===== config.mk =====
export PLATFORM = sky130hd
export DESIGN_NAME = if_fetch_unit
export DESIGN_NICKNAME = d
export VERILOG_FILES = /design/src/rtl/if_fetch_unit.sv
export SDC_FILE = /design/constraint.sdc
export NUM_CORES = 1
export LEC_CHECK = 0
export BUFFER_PORTS_ARGS = -buffer_cell sky130_fd_sc_hd__buf_2
export CORE_ASPECT_RATIO = 2
export CORE_MARGIN = 1.5
export CORE_UTILIZATION = 50
export DETAILED_ROUTE_END_ITERATION = 12
export GPL_ROUTABILITY_DRIVEN = 0
export PLACE_DENSITY = 0.73
export SLEW_MARGIN = 10
export SYNTH_ARGS = -nofsm -noshare
export SYNTH_HDL_FRONTEND = slang
export SYNTH_SLANG_ARGS = --single-unit

===== constraint.sdc =====
create_clock -name clk -period 2.2 [get_ports clk]
set_input_delay 0.33 -clock clk [delete_from_list [all_inputs] [get_ports clk]]
set_output_delay 0.33 -clock clk [all_outputs]
set_load 0.02 [all_outputs]

===== src/rtl/if_fetch_unit.sv =====
// Instruction-fetch stage: owns the PC, fetches words over a req/ack handshake and presents a
// registered PC/instruction pair to IF/ID, with stall holding, a one-entry skid and branch squashing.
module if_fetch_unit #(
  parameter int                ADDR_W   = 32,
  parameter int                INST_W   = 32,
  parameter logic [ADDR_W-1:0] RESET_PC = {ADDR_W{1'b0}}
) (
  input  logic              clk,
  input  logic              rst,
  input  logic              stall_i,
  input  logic              branch_flag_i,
  input  logic [ADDR_W-1:0] branch_target_i,
  output logic              imem_req_o,
  output logic [ADDR_W-1:0] imem_addr_o,
  input  logic              imem_ack_i,
  input  logic [INST_W-1:0] imem_rdata_i,
  output logic [ADDR_W-1:0] if_pc_o,
  output logic [INST_W-1:0] if_inst_o,
  output logic              if_valid_o
);

  localparam logic [1:0] ST_IDLE = 2'd0;
  localparam logic [1:0] ST_REQ  = 2'd1;
  localparam logic [1:0] ST_HOLD = 2'd2;

  localparam logic [ADDR_W-1:0] PC_STEP  = {{(ADDR_W-3){1'b0}}, 3'b100};
  localparam logic [ADDR_W-1:0] TGT_MASK = {{(ADDR_W-2){1'b1}}, 2'b00};

  logic [1:0]        state_r,    state_s;
  logic [ADDR_W-1:0] pc_r,       pc_s;
  logic [ADDR_W-1:0] addr_r,     addr_s;
  logic              req_r,      req_s;
  logic              discard_r,  discard_s;
  logic              skid_vld_r, skid_vld_s;
  logic [ADDR_W-1:0] skid_pc_r,  skid_pc_s;
  logic [INST_W-1:0] skid_inst_r, skid_inst_s;
  logic [ADDR_W-1:0] out_pc_r,   out_pc_s;
  logic [INST_W-1:0] out_inst_r, out_inst_s;
  logic              out_vld_r,  out_vld_s;
  logic              ack_s;
  logic              new_req_s;
  logic [ADDR_W-1:0] tgt_s;

  assign ack_s = imem_ack_i & (state_r == ST_REQ);
  assign tgt_s = branch_target_i & TGT_MASK;

  // Next-state, PC, skid and presented-output computation; a branch overrides everything else.
  always_comb begin
    state_s     = state_r;
    pc_s        = pc_r;
    discard_s   = discard_r;
    skid_vld_s  = skid_vld_r;
    skid_pc_s   = skid_pc_r;
    skid_inst_s = skid_inst_r;
    out_pc_s    = out_pc_r;
    out_inst_s  = out_inst_r;
    out_vld_s   = out_vld_r;

    case (state_r)
      ST_IDLE: begin
        state_s    = ST_REQ;
        out_vld_s  = 1'b0;
        out_inst_s = {INST_W{1'b0}};
      end
      ST_REQ: begin
        if (ack_s && discard_r) begin
          // Response to a fetch issued before a redirect: drop it, pc already holds the target.
          discard_s = 1'b0;
          if (!stall_i) begin
            out_vld_s  = 1'b0;
            out_inst_s = {INST_W{1'b0}};
          end else begin
            out_vld_s  = out_vld_r;
          end
        end else if (ack_s) begin
          pc_s = pc_r + PC_STEP;
          if (stall_i) begin
            state_s = ST_HOLD;
            if (out_vld_r) begin
              skid_vld_s  = 1'b1;
              skid_pc_s   = pc_r;
              skid_inst_s = imem_rdata_i;
            end else begin
              out_vld_s  = 1'b1;
              out_pc_s   = pc_r;
              out_inst_s = imem_rdata_i;
            end
          end else begin
            out_vld_s  = 1'b1;
            out_pc_s   = pc_r;
            out_inst_s = imem_rdata_i;
          end
        end else begin
          if (!stall_i) begin
            out_vld_s  = 1'b0;
            out_inst_s = {INST_W{1'b0}};
          end else begin
            out_vld_s  = out_vld_r;
          end
        end
      end
      ST_HOLD: begin
        if (!stall_i) begin
          state_s = ST_REQ;
          if (skid_vld_r) begin
            skid_vld_s = 1'b0;
            out_vld_s  = 1'b1;
            out_pc_s   = skid_pc_r;
            out_inst_s = skid_inst_r;
          end else begin
            out_vld_s  = 1'b0;
            out_inst_s = {INST_W{1'b0}};
          end
        end else begin
          state_s = ST_HOLD;
        end
      end
      default: begin
        state_s    = ST_IDLE;
        out_vld_s  = 1'b0;
        out_inst_s = {INST_W{1'b0}};
      end
    endcase

    if (branch_flag_i) begin
      pc_s       = tgt_s;
      state_s    = ST_REQ;
      skid_vld_s = 1'b0;
      out_vld_s  = 1'b0;
      out_inst_s = {INST_W{1'b0}};
      // An unanswered request cannot be withdrawn, so its eventual response is marked for dropping.
      if ((state_r == ST_REQ) && !ack_s) begin
        discard_s = 1'b1;
      end else begin
        discard_s = 1'b0;
      end
    end else begin
      discard_s = discard_s;
    end
  end

  // Request address only moves when a new request begins; it stays put across wait states.
  always_comb begin
    new_req_s = (state_s == ST_REQ) && ((state_r != ST_REQ) || ack_s);
    req_s     = (state_s == ST_REQ);
    if (new_req_s) begin
      addr_s = pc_s;
    end else begin
      addr_s = addr_r;
    end
  end

  // State and output registers with synchronous reset.
  always_ff @(posedge clk) begin
    if (rst) begin
      state_r     <= ST_IDLE;
      pc_r        <= RESET_PC;
      addr_r      <= RESET_PC;
      req_r       <= 1'b0;
      discard_r   <= 1'b0;
      skid_vld_r  <= 1'b0;
      skid_pc_r   <= {ADDR_W{1'b0}};
      skid_inst_r <= {INST_W{1'b0}};
      out_pc_r    <= {ADDR_W{1'b0}};
      out_inst_r  <= {INST_W{1'b0}};
      out_vld_r   <= 1'b0;
    end else begin
      state_r     <= state_s;
      pc_r        <= pc_s;
      addr_r      <= addr_s;
      req_r       <= req_s;
      discard_r   <= discard_s;
      skid_vld_r  <= skid_vld_s;
      skid_pc_r   <= skid_pc_s;
      skid_inst_r <= skid_inst_s;
      out_pc_r    <= out_pc_s;
      out_inst_r  <= out_inst_s;
      out_vld_r   <= out_vld_s;
    end
  end

  assign imem_req_o  = req_r;
  assign imem_addr_o = addr_r;
  assign if_pc_o     = out_pc_r;
  assign if_inst_o   = out_inst_r;
  assign if_valid_o  = out_vld_r;

endmodule

======== Word level (Yosys, flattened, before mapping) ========
Index checks and enable logic that the tools add are counted.
storage, ports and cells
  bits in registers ....................... 198
  bits of input ports ..................... 69
  output and inout port bits .............. 98
  logic and storage cells ................. 82
cells by class
  add/sub/neg operators ................... 1
  eq/ne operators ......................... 12
  multiplexer cells ....................... 41
  bitwise operators ....................... 2
  reductions and logical operators ........ 15
operators by type and width
  cell                                                                      number
  32-bit two-way mux                                                        17
  32-bit case mux with 2 select lines                                       2
  32-bit by 3-bit adder with 32-bit output (second input constant)          1
  1-bit two-way mux                                                         14
  2-bit inequality test (second input constant)                             6
  6-bit AND reduction                                                       2
  2-bit two-way mux                                                         5
  2-bit case mux with 3 select lines                                        1
  2-bit nonzero test                                                        3
  5-bit by 4-bit inequality test with 1-bit output (second input constant)  1
  5-bit AND reduction                                                       1
  2-bit by 1-bit equality test with 1-bit output (second input constant)    2
  1-bit case mux with 2 select lines                                        2
  2-bit AND reduction                                                       2
  1-bit logical AND                                                         3
  3-bit inequality test (second input constant)                             1
  2-bit equality test (second input constant)                               1
  2-bit logical NOT                                                         1
  2-bit by 1-bit inequality test with 1-bit output (second input constant)  1
  2-bit OR reduction                                                        1
  1-bit AND                                                                 1
  1-bit logical NOT                                                         1
  1-bit logical OR                                                          1
  1-bit inverter                                                            1

======== Longest topological paths before layout ========
  depth in word-level cells ............... 8
  gate-level depth with buffers ........... 10
  gate-level depth less buffers ........... 7

======== Worst setup path before layout ========
Ideal clock, no wire load.
  path kind ............................... reg2reg
  start ................................... register state_r[0]
  end ..................................... register addr_r[11], in the netlist imem_addr_o[11]
  setup time .............................. 0.058 ns
  arrival ................................. 2.009 ns
  required time ........................... 2.142 ns
  slack ................................... 0.133 ns
  stages on the path, launching flop included .. 9
  path buffers ............................ 1
  period minus slack after synthesis ...... 2.067 ns
  cells stage by stage .................... dfxtp_1 inv_1 ha_1 nor2b_1 a311oi_2 o31ai_4 a21oi_1 buf_2 o22a_1
between the ends
  longest elaborated chain between the ends .. 8
  elaborated cells on any way between the ends .. 18
  classes of those cells .................. 4 x eq/ne; 9 x mux; 1 x bitwise; 4 x reduce/logical
RTL lines
  what                                                    line    RTL
  start, declared                                         29      logic [1:0] state_r, state_s;
  start signal, assigned                                  168     state_r <= state_s;
  2-bit by 1-bit equality test with 1-bit output          44, 59
  1-bit AND                                               44      assign ack_s = imem_ack_i & (state_r == ST_REQ);
  2-bit two-way mux or 1-bit logical AND (tied branches)  75, 66
  2-bit two-way mux                                       66      if (ack_s && discard_r) begin
  2-bit case mux with 3 select lines                      59      case (state_r)
  2-bit two-way mux                                       125     if (branch_flag_i) begin
  2-bit by 1-bit equality test with 1-bit output          144     new_req_s = (state_s == ST_REQ) && ((state_r != ST_REQ) || ack_s);
  1-bit logical AND                                       144
  end signal, assigned                                    170     addr_r <= addr_s;
  end, declared                                           31      logic [ADDR_W-1:0] addr_r, addr_s;
Several ways; a longest one is shown, not always the timed one.
A chain may end at the register's enable or synchronous reset.

======== Worst setup path in the final report ========
  start ................................... register pc_r[6]
  end ..................................... register addr_r[19], in the netlist imem_addr_o[19]
between the ends
  longest elaborated chain between the ends .. 5
RTL lines
  what                                      line  RTL
  start, declared                           30    logic [ADDR_W-1:0] pc_r, pc_s;
  start signal, assigned                    169   pc_r <= pc_s;
  32-bit by 3-bit adder with 32-bit output  76    pc_s = pc_r + PC_STEP;
  32-bit two-way mux                        75    end else if (ack_s) begin
  32-bit two-way mux                        66
  32-bit two-way mux                        59
  32-bit two-way mux                        125
Every way passes these cells.

==> run_results.csv <==
group,metric,value,unit
route,ant_nets,0,
die,num_rows,68,
route,wl_met2,14000,microns
clock_network,clkSinkCount,198,
layout,multiInputGateArea,0.00461,sq mm
layout,drive_above_1_share,24.5,%
layout,final_cell_mix,"nand2_1 (206), dfxtp_1 (197), buf_2 (163), a21oi_1 (139), buf_4 (53)",
power_and_ir_drop,powerDensity,764,mW/mm^2
worst_setup_path,critPathRequiredTime,2.50,ns
worst_setup_path,path_common_cell,"buf_4",
yosys,ys.warnings.count,0,
die,pin_count,167,
worst_setup_path,startpoint_type,"flop",
clock_network,tritoncts,"yes",
layout,final_common_cell,"nand2_1",
layout,antenna_cells,0,
layout,area_delta_synth_final,24.0,%
sta,skew,0.0121,ns
die,floorplan.initialDensity,51.2,%
placement,placed_area,0.0101,sq mm
clock_network,cts.clk_slew.worst_paths,0.07,ns
worst_setup_path,worstPathMaxFanout,12,
yosys,syn-instance-count,1088,
route,vias_per_cell,5.88,
layout,fillers,1525,
worst_setup_path,cpPeakStageDelay,0.52,ns
placement,hpwl,17300,microns
worst_hold_path,hold_start,"imem_rdata_i[16]",
yosys,synth_area,0.00884,sq mm
worst_hold_path,hp-class,"in2reg",
yosys,synth_edf_count,0,
layout,nets,1316,
global_route,grt_start_max_net_pins,50,
route,vias,8605,
sta,worst_pin_slew,0.525,ns
sta,fin_setup_tns,0,ns
sta,max_freq,462,MHz
route,wl,26100,microns
clock_network,cts_root_buf,"clkbuf_16",
sta,timing.final.max_slew_violations,0,
die,dieWidth,97.0,microns
yosys,synthAdderAreaFrac,0.708,%
worst_setup_path,worstPathArrival,2.46,ns
worst_setup_path,timing.rr.start,"pc_r[6]",
route,first_iter_violations,525,
global_route,grt_pass1_wl,39900,microns
yosys,ys_ff_latch,198,
power_and_ir_drop,leakage,0.00425,uW
die,die_area,0.0185,sq mm
global_route,grt_use_total,26.6,%
worst_setup_path,timing.critical_path.buf_inv,2,
worst_setup_path,path_cells,"nand4_4 -> buf_4 -> nor4_2 -> buf_4 -> a21boi_0 -> nor3_1 -> o41ai_1",
worst_setup_path,cp-end-kind,"flop",
sta,relSlewSlack,65.0,%
clock_network,cts_hold_buffers,0,
worst_setup_path,slowest_stage,"dfxtp_1",
yosys,yosys.area_share.simple,23.7,%
yosys,synth_top_family_by_area,"simple AND/OR/NAND/NOR gates",
clock_network,htreeDepth,4,
layout,regArea,0.00397,sq mm
clock_network,clk_latency,0.43,ns
route,met3_length,1420,microns
yosys,ys_types,64,
yosys,synth_nets,1162,
worst_setup_path,worstSetupPathType,"reg2reg",
worst_setup_path,crit_path_start,"pc_r[6]",
clock_network,ctsLongestPathBuffers,2,
run_status,outcome,"finished, final reports clean",
sta,setup_violations,0,
sta,fin_hold_ws,0.148,ns
sta,period_share,98.4,%
yosys,synthFlopType,"dfxtp_1",
global_route,grt_pass1_vias,7919,
yosys,synth-compound-area-share,21.1,%
job,drv_cap,0,
route,drt_first_pass_iters,6,
yosys,synthMuxAreaShare,3.98,%
global_route,grt_overflow,0,
global_route,antenna_found_initial,0,
route,met1_length,9720,microns
route,top_layer,"met4",
yosys,syn_area_per_cell,8.13,sq um
placement,preCtsSetupSlack,-0.0377,ns
die,core,0.0173,sq mm
sta,hold_violations,0,
route,wire_per_inst,17.8,microns
placement,numPortBuffers,164,
worst_setup_path,critPathTopFamily,"simple AND/OR/NAND/NOR gates",
power_and_ir_drop,ir_drop,0.000513,V
sta,setup_ws,0.0362,ns
die,die_h,191,microns
sta,finalCriticalPeriod,2.16,ns
layout,final_cell_area,0.0110,sq mm
yosys,async_flop_share,0,%
yosys,yosysSeqAreaShare,44.8,%
clock_network,cts_buffers,17,
route,drc,0,
yosys,synth_xor_area_share,0.892,%
power_and_ir_drop,total_power,8370,uW
## cells by family (layout without fill, tap and decap cells)
family,after synthesis,count (layout)
buf+inv,105,271
flops,198,198
simple gates,441,441
compound gates,295,295
xor+xnor,9,9
mux,35,35
fa+ha+maj,5,5
## sequential cells by signal, indices dropped and copies added (netlist names)
signal / flops
imem_req_o: 1
if_inst_o: 32
skid_vld_r: 1
if_pc_o: 32
state_r: 2
skid_pc_r: 32
pc_r: 32
skid_inst_r: 32
if_valid_o: 1
discard_r: 1
imem_addr_o: 32
## what timing repair did
item	CTS	global route
cloned	0	3
gates resized for setup	3	27
pin swaps	0	4
buffers inserted	1	5
endpoints found under the setup margin	11	61
## power by group
part | switching (uW) | total (uW) | internal, uW
registers | 135 | 3890 | 3760
logic | 731 | 1200 | 466
clock network | 1350 | 3280 | 1930
## per-stage QoR
step | util, % | std cells
after global placement | 58.4 | 1424
after CTS | 62.1 | 1456
final | 63.5 | 1464
after floorplan | - | 1088
after global routing | 63.5 | 1464
after detailed placement | 58.4 | 1424
## per-layer routing
layer | track usage (%) | vias up
met4 | 12.8 | 0
met1 | 29.5 | 4033
met5 | 0 | -
met3 | 3.18 | 51
li1 | - | 4182
met2 | 49.7 | 339
## final cells by class
class,instances,area share [%]
multi-input cells,785,42.0
repair buffers,231,13.5
well taps,210,2.40
flip-flops and latches,198,36.2
clock buffers,19,4.04
clock inverters,12,1.62
inverters,9,0.308
## worst reg2reg max path: cells and delay by family, from the launching register on
family / cells / cell delay, ns
AND/OR/NAND/NOR: 3 / 0.83
flip-flops: 1 / 0.52
buffers and inverters: 2 / 0.44
AO/OA/AOI/OAI: 2 / 0.24
## synthesized netlist by cell type, drive strengths merged, types with 3 or more instances
master | count | area share [%]
nand2 | 208 | 8.8
dfxtp | 198 | 45
a21oi | 141 | 8.0
clkbuf | 74 | 3.1
nor3 | 51 | 2.9
nand3 | 42 | 2.4
a211oi | 41 | 3.5
nor2 | 41 | 1.8
and3 | 39 | 2.8
o21ai | 37 | 2.1
mux2i | 34 | 3.8
buf | 22 | 1.2
nand4 | 18 | 1.4
o22a | 14 | 1.4
and2 | 10 | 0.71
a31o | 9 | 0.89
inv | 8 | 0.34
o211ai | 8 | 0.68
o41ai | 8 | 0.79
a311oi | 6 | 0.74
xnor2 | 6 | 0.59
ha | 5 | 0.71
nor4 | 5 | 0.59
a21boi | 4 | 0.34
a22oi | 4 | 0.34
and4 | 4 | 0.40
nor2b | 4 | 0.28
o31a | 4 | 0.40
o32ai | 4 | 0.40
or3 | 4 | 0.34
a22o | 3 | 0.30
nand2b | 3 | 0.21
nand3b | 3 | 0.30
nor3b | 3 | 0.25
xor2 | 3 | 0.30
## final timing paths
check / end / cells after the start / slack, ns
min: skid_inst_r[16] / 3 / 0.15
max: imem_addr_o[19] / 7 / 0.04
min reg2reg: skid_inst_r[29] / 2 / 0.45
max reg2reg: imem_addr_o[19] / 7 / 0.04
No activity file was read; power rests on OpenSTA's default activity.
